$ cat src/rtl/sim_mem_pkg.sv
// Shared default widths and the response-queue entry layout for sim_mem_responder.
package sim_mem_pkg;

    localparam int unsigned DEF_DATA_WIDTH    = 64;
    localparam int unsigned DEF_LOGSIZE_WIDTH = 8;
    localparam int unsigned DEF_LATENCY       = 4;

    // The countdown only ever holds LATENCY-1, but it keeps at least one bit so it stays a legal field.
    function automatic int unsigned cd_width(input int unsigned latency);
        return (latency <= 2) ? 1 : $clog2(latency);
    endfunction

    typedef struct packed {
        logic                               is_store;
        logic [DEF_LOGSIZE_WIDTH-1:0]       size;
        logic [cd_width(DEF_LATENCY)-1:0]   countdown;
    } resp_entry_t;

endpackage

$ cat src/rtl/sim_mem_lane_queue.sv
// One lane of the responder: an in-order FIFO of pending acknowledgements.
// Every stored entry counts down in parallel, so a stalled head does not delay the entries behind it.
module sim_mem_lane_queue
    import sim_mem_pkg::*;
#(
    parameter int unsigned LOGSIZE_WIDTH = DEF_LOGSIZE_WIDTH,
    parameter int unsigned LATENCY       = DEF_LATENCY,
    parameter int unsigned DEPTH         = 4,
    parameter type         entry_t       = resp_entry_t
) (
    input  logic                     i_clk,
    input  logic                     i_rst_n,
    input  logic                     i_a_valid,
    input  logic                     i_a_is_store,
    input  logic [LOGSIZE_WIDTH-1:0] i_a_size,
    output logic                     o_a_ready,
    input  logic                     i_d_ready,
    output logic                     o_d_valid,
    output logic                     o_d_is_store,
    output logic [LOGSIZE_WIDTH-1:0] o_d_size,
    output logic                     o_nonempty
);

    localparam int unsigned       PTR_W   = $clog2(DEPTH);
    localparam int unsigned       CNT_W   = PTR_W + 1;
    localparam int unsigned       CD_W    = cd_width(LATENCY);
    localparam logic [CD_W-1:0]   CD_LOAD = CD_W'(LATENCY - 1);
    localparam logic [CNT_W-1:0]  FULL    = CNT_W'(DEPTH);

    entry_t             r_mem      [DEPTH];
    entry_t             w_mem_next [DEPTH];
    logic [PTR_W-1:0]   r_wr_ptr;
    logic [PTR_W-1:0]   r_rd_ptr;
    logic [CNT_W-1:0]   r_count;

    entry_t w_head;
    entry_t w_new;
    logic   w_push;
    logic   w_pop;

    assign w_head       = r_mem[r_rd_ptr];
    assign w_new        = '{is_store: i_a_is_store, size: i_a_size, countdown: CD_LOAD};

    // Ready comes only from the registered count, so a full lane popping this cycle still refuses.
    assign o_nonempty   = (r_count != '0);
    assign o_a_ready    = (r_count != FULL);
    assign o_d_valid    = o_nonempty && (w_head.countdown == '0);
    assign o_d_is_store = o_nonempty & w_head.is_store;
    assign o_d_size     = o_nonempty ? w_head.size : '0;

    assign w_push       = i_a_valid & o_a_ready;
    assign w_pop        = o_d_valid & i_d_ready;

    // The push slot is never occupied (push needs count < DEPTH), so loading it over its aging is safe.
    always_comb begin
        w_mem_next = r_mem;
        for (int unsigned i = 0; i < DEPTH; i++) begin
            if (r_mem[i].countdown != '0) begin
                w_mem_next[i].countdown = r_mem[i].countdown - CD_W'(1);
            end
        end
        if (w_push) begin
            w_mem_next[r_wr_ptr] = w_new;
        end
    end

    always_ff @(posedge i_clk or negedge i_rst_n) begin
        if (!i_rst_n) begin
            r_mem    <= '{default: '0};
            r_wr_ptr <= '0;
            r_rd_ptr <= '0;
            r_count  <= '0;
        end else begin
            r_mem <= w_mem_next;
            if (w_push) begin
                r_wr_ptr <= r_wr_ptr + PTR_W'(1);
            end
            if (w_pop) begin
                r_rd_ptr <= r_rd_ptr + PTR_W'(1);
            end
            unique case ({w_push, w_pop})
                2'b10:   r_count <= r_count + CNT_W'(1);
                2'b01:   r_count <= r_count - CNT_W'(1);
                default: r_count <= r_count;
            endcase
        end
    end

endmodule

$ cat src/rtl/sim_mem_responder.sv
// Multi-lane fixed-latency memory responder: acknowledges each A request on D, in per-lane order.
// Holds no backing store; address and store data are consumed and dropped.
module sim_mem_responder
    import sim_mem_pkg::*;
#(
    parameter int unsigned NUM_LANES     = 4,
    parameter int unsigned DATA_WIDTH    = DEF_DATA_WIDTH,
    parameter int unsigned LOGSIZE_WIDTH = DEF_LOGSIZE_WIDTH,
    parameter int unsigned LATENCY       = DEF_LATENCY,
    parameter int unsigned DEPTH         = 4
) (
    input  logic                               clock,
    input  logic                               reset,
    output logic [NUM_LANES-1:0]               a_ready,
    input  logic [NUM_LANES-1:0]               a_valid,
    input  logic [DATA_WIDTH*NUM_LANES-1:0]    a_address,
    input  logic [NUM_LANES-1:0]               a_is_store,
    input  logic [LOGSIZE_WIDTH*NUM_LANES-1:0] a_size,
    input  logic [DATA_WIDTH*NUM_LANES-1:0]    a_data,
    input  logic [NUM_LANES-1:0]               d_ready,
    output logic [NUM_LANES-1:0]               d_valid,
    output logic [NUM_LANES-1:0]               d_is_store,
    output logic [LOGSIZE_WIDTH*NUM_LANES-1:0] d_size,
    output logic                               inflight,
    output logic [31:0]                        resp_count
);

    // Same layout as resp_entry_t, sized for this instance's parameters.
    typedef struct packed {
        logic                               is_store;
        logic [LOGSIZE_WIDTH-1:0]           size;
        logic [cd_width(LATENCY)-1:0]       countdown;
    } lane_entry_t;

    logic [NUM_LANES-1:0] w_nonempty;
    logic [NUM_LANES-1:0] w_pop;
    logic [31:0]          r_resp_count;
    logic                 w_unused_sink;

    assign w_unused_sink = ^{a_address, a_data};

    for (genvar g = 0; g < NUM_LANES; g++) begin : g_lane
        sim_mem_lane_queue #(
            .LOGSIZE_WIDTH (LOGSIZE_WIDTH),
            .LATENCY       (LATENCY),
            .DEPTH         (DEPTH),
            .entry_t       (lane_entry_t)
        ) u_queue (
            .i_clk        (clock),
            .i_rst_n      (reset),
            .i_a_valid    (a_valid[g]),
            .i_a_is_store (a_is_store[g]),
            .i_a_size     (a_size[LOGSIZE_WIDTH*g +: LOGSIZE_WIDTH]),
            .o_a_ready    (a_ready[g]),
            .i_d_ready    (d_ready[g]),
            .o_d_valid    (d_valid[g]),
            .o_d_is_store (d_is_store[g]),
            .o_d_size     (d_size[LOGSIZE_WIDTH*g +: LOGSIZE_WIDTH]),
            .o_nonempty   (w_nonempty[g])
        );
    end

    assign w_pop      = d_valid & d_ready;
    assign inflight   = |w_nonempty;
    assign resp_count = r_resp_count;

    always_ff @(posedge clock or negedge reset) begin
        if (!reset) begin
            r_resp_count <= '0;
        end else begin
            r_resp_count <= r_resp_count + 32'($countones(w_pop));
        end
    end

endmodule

$ cat config.mk
export PLATFORM = sky130hd
export DESIGN_NAME = sim_mem_responder
export DESIGN_NICKNAME = d
export VERILOG_FILES = /design/src/rtl/sim_mem_pkg.sv /design/src/rtl/sim_mem_lane_queue.sv /design/src/rtl/sim_mem_responder.sv
export SDC_FILE = /design/constraint.sdc
export NUM_CORES = 1
export LEC_CHECK = 0
export CORE_AREA = 2 2 247 249
export DETAILED_ROUTE_END_ITERATION = 10
export DIE_AREA = 0 0 249 251
export PLACE_DENSITY = 0.47
export SLEW_MARGIN = 20
export SYNTH_ARGS = -nofsm -noshare
export SYNTH_HDL_FRONTEND = slang
export SYNTH_SLANG_ARGS = --single-unit
export TNS_END_PERCENT = 50
$ cat constraint.sdc
create_clock -name clock -period 3.42 [get_ports clock]
set_input_delay 0.342 -clock clock [delete_from_list [all_inputs] [get_ports clock]]
set_output_delay 0.342 -clock clock [all_outputs]
set_load 0.005 [all_outputs]
==> results.toml <==
[placed_design]
post-place-ws_ns = 0.0373
portBuffers = 122
place_congestion = 0.693
post_dp_cell_area_um2 = 13100
dpl.hpwl_mm = 18.0

[grt]
grt_max_degree = 89
antenna_found_initial = 4
first_global_vias = 6907
track_usage = 0.0835
grt_overflow_total = 0
grt_pass1_wl_mm = 41.3

[drt]
avgRoutedWirePerCell_um = 15.0
routed_via_density = 3.76
routed_wl_mm = 26.2
via_count = 6571
first_pass_iters = 4
final_antenna_net_count = 0
drcViolationCount = 0
drtIter0Drc = 284

[critical_path]
path_cells = "nor2_1 -> mux4_2 -> and3_1 -> ha_1 -> fa_1 -> ha_1 -> fa_2 -> nand4_1 -> nor4_1 -> buf_4 -> nand4_1 -> xnor2_1"
regToRegSetupSlack_ns = 0.20
cp_slowest_cell = "mux4_2"
crit_arrival_ns = 3.67
cp-start-kind = "flop"
cp.required_ns = 3.87
r2r-start = "g_lane[0].u_queue.r_mem[0]$_DFF_PN0_"
crit_fanout = 4
end_kind = "flop"
max_stage_delay_ns = 0.50
r2r_cells = 12
r2r_end = "resp_count[23]$_DFF_PN0_"
critPathKind = "reg -> reg"

[final_layout]
drive_above_1_share = 0.286
area_growth_pct = 30.3
fin_util = 0.236
fin_nets = 1531
design_area_um2 = 14100

[timing]
whs_ns = 0.403
fmax_mhz = 310
min_period_ns = 3.22
maxSlewViolCount = 0
final-setup-viol-count = 0
fin_skew_ns = 0.0343
period_share = 0.943
fin_ws_ns = 0.196
hold_viol_final = 0
slew_headroom = 0.512
tightest_slew_ns = 0.732

[logic_synthesis]
synthCells = 797
synth_ff_type = "dfrtp_1"
async_reset_ff_frac = 1.00
syn-mean-instance-area_um2 = 13.6
yosys_register_bits = 236
syn-num-nets = 1386
yosysUniqueCellTypes = 30
synth_edf_count = 0
synth-seq-area-share = 0.545
ys_warn_count = 0
syn-cell-area_um2 = 10800

[pwr]
p_leak_nw = 5.94
p_per_area_nw_per_um2 = 997
power.total_mw = 14.1
irDropWorstVdd_mv = 0.411

[run_status]
status = "complete, no violations"

[cts]
cts_max_level = 1
cts_root_buffer = "clkbuf_16"
insertion_delay_ns = 0.56
clockBufferDepth = 3
clk_pin_slew_ns = 0.06
cts_made_buffers = 29
cts_tree = "built"
cts.sinks = 236

[job]
drv_cap = 0

[die]
initial_utilization = 0.181
die_y_um = 251
core_um2 = 59800
die_x_um = 249
row_count = 90
ioPinCount = 635
dieArea_um2 = 62500

[worst_hold_path]
worstHoldPathType = "in -> async"
Yosys cell counts (2+ instances only):
cell,instances,area [µm²]
nand4_1,15,93.8
nor2_1,28,105
mux4_2,40,901
and4_1,2,17.5
dfrtp_1,236,5910
nand2_1,69,259
mux2i_1,2,20.0
xnor2_1,37,324
a21boi_2,4,45.0
fa_1,7,140
buf_4,12,90.1
inv_1,42,158
nor3_1,2,10.0
and2_1,40,250
buf_2,20,100
o21ai_0,22,110
clkbuf_1,8,30.0
ha_1,24,300
mux2_2,144,1620
nand3_1,9,45.0
xor2_1,16,140
and3_1,7,43.8
or3_1,4,25.0
worst max-delay path, delay by kind of cell (launching register included):
kind,cells,cell delay (ns)
buffers and inverters,1,0.17
xor gates and xnor gates,1,0.14
muxes,1,0.50
adders and majority gates,4,1.15
and+or+nand+nor,5,0.82
DFF,1,0.36
sequential cells by signal (all words and copies together) (netlist names):
| register | flops |
|---|---|
| g_lane.u_queue.r_wr_ptr | 8 |
| g_lane.u_queue.r_count | 12 |
| g_lane.u_queue.r_rd_ptr | 8 |
| g_lane.u_queue.r_mem | 176 |
| resp_count | 32 |
layer usage:
metal	global-route usage	share of wire	vias up
met4	0.0232	0.022	2
met3	0.0255	0.068	34
li1	-	-	3032
met5	0	0.00050	-
met2	0.128	0.45	127
met1	0.113	0.46	3376
worst max-delay path by stage:
stage | start | endpoint | slack [ns] | depth (start not counted)
after floorplan | g_lane[3].u_queue.r_rd_ptr[0]$_DFFE_PN0P_ | resp_count[23]$_DFF_PN0_ | 0.20 | 10
after global placement | g_lane[3].u_queue.r_mem[0]$_DFF_PN0_ | resp_count[23]$_DFF_PN0_ | 0.07 | 12
after detailed placement | g_lane[3].u_queue.r_mem[0]$_DFF_PN0_ | resp_count[23]$_DFF_PN0_ | 0.04 | 12
after CTS | g_lane[3].u_queue.r_mem[0]$_DFF_PN0_ | resp_count[23]$_DFF_PN0_ | 0.05 | 12
after global routing | g_lane[3].u_queue.r_mem[0]$_DFF_PN0_ | resp_count[23]$_DFF_PN0_ | -0.02 | 12
final | g_lane[0].u_queue.r_mem[0]$_DFF_PN0_ | resp_count[23]$_DFF_PN0_ | 0.20 | 12
area by class of cell:
cell class	count	area (µm²)
clock inverters	12	175
clock buffers	38	830
diodes	3	7.51
inverters	42	158
flip-flops and latches	236	5910
fillers	6259	45700
repair buffers	154	1490
well taps	782	978
multi-input cells	479	4560
power by group:
part           switching [mW]  internal [mW]  total [mW]
Combinational            2.49           3.61        6.09
Clock                    1.20           2.00        3.20
Sequential              0.699           4.08        4.78
Total                    4.39           9.68        14.1
cell families after synthesis:
family | synth area share
AO/OA/AOI/OAI | 0.0150
multiplexers | 0.235
flip-flops | 0.545
adder cells (fa/ha/maj) | 0.0407
XOR/XNOR | 0.0429
buffers and inverters | 0.0349
AND/OR/NAND/NOR | 0.0864
stage by stage:
step	std cells	setup TNS, ns
finish	1746	0
global route	1744	-0.0199
CTS	1741	0
detailed placement	1690	0
global placement	1690	0
floorplan	797	0
repair_timing:
item | 4_1_cts | 5_1_grt
hold buffers | 1 | 0
hold endpoints to repair | 83 | 0
setup buffers | 0 | 2
endpoints found under the setup margin | 0 | 10
gates resized for setup | 0 | 5
cells in the final DEF, fill, tap and decap left out, types with 28 or more instances in the layout:
master           instances
and2_1                  40
buf_4                   29
clkbuf_16               29
clkdlybuf4s50_1        121
dfrtp_1                236
inv_1                   42
mux2_2                 144
mux4_2                  40
nand2_1                 69
nor2_1                  28
xnor2_1                 37
No activity file was read; power rests on OpenSTA's default activity.
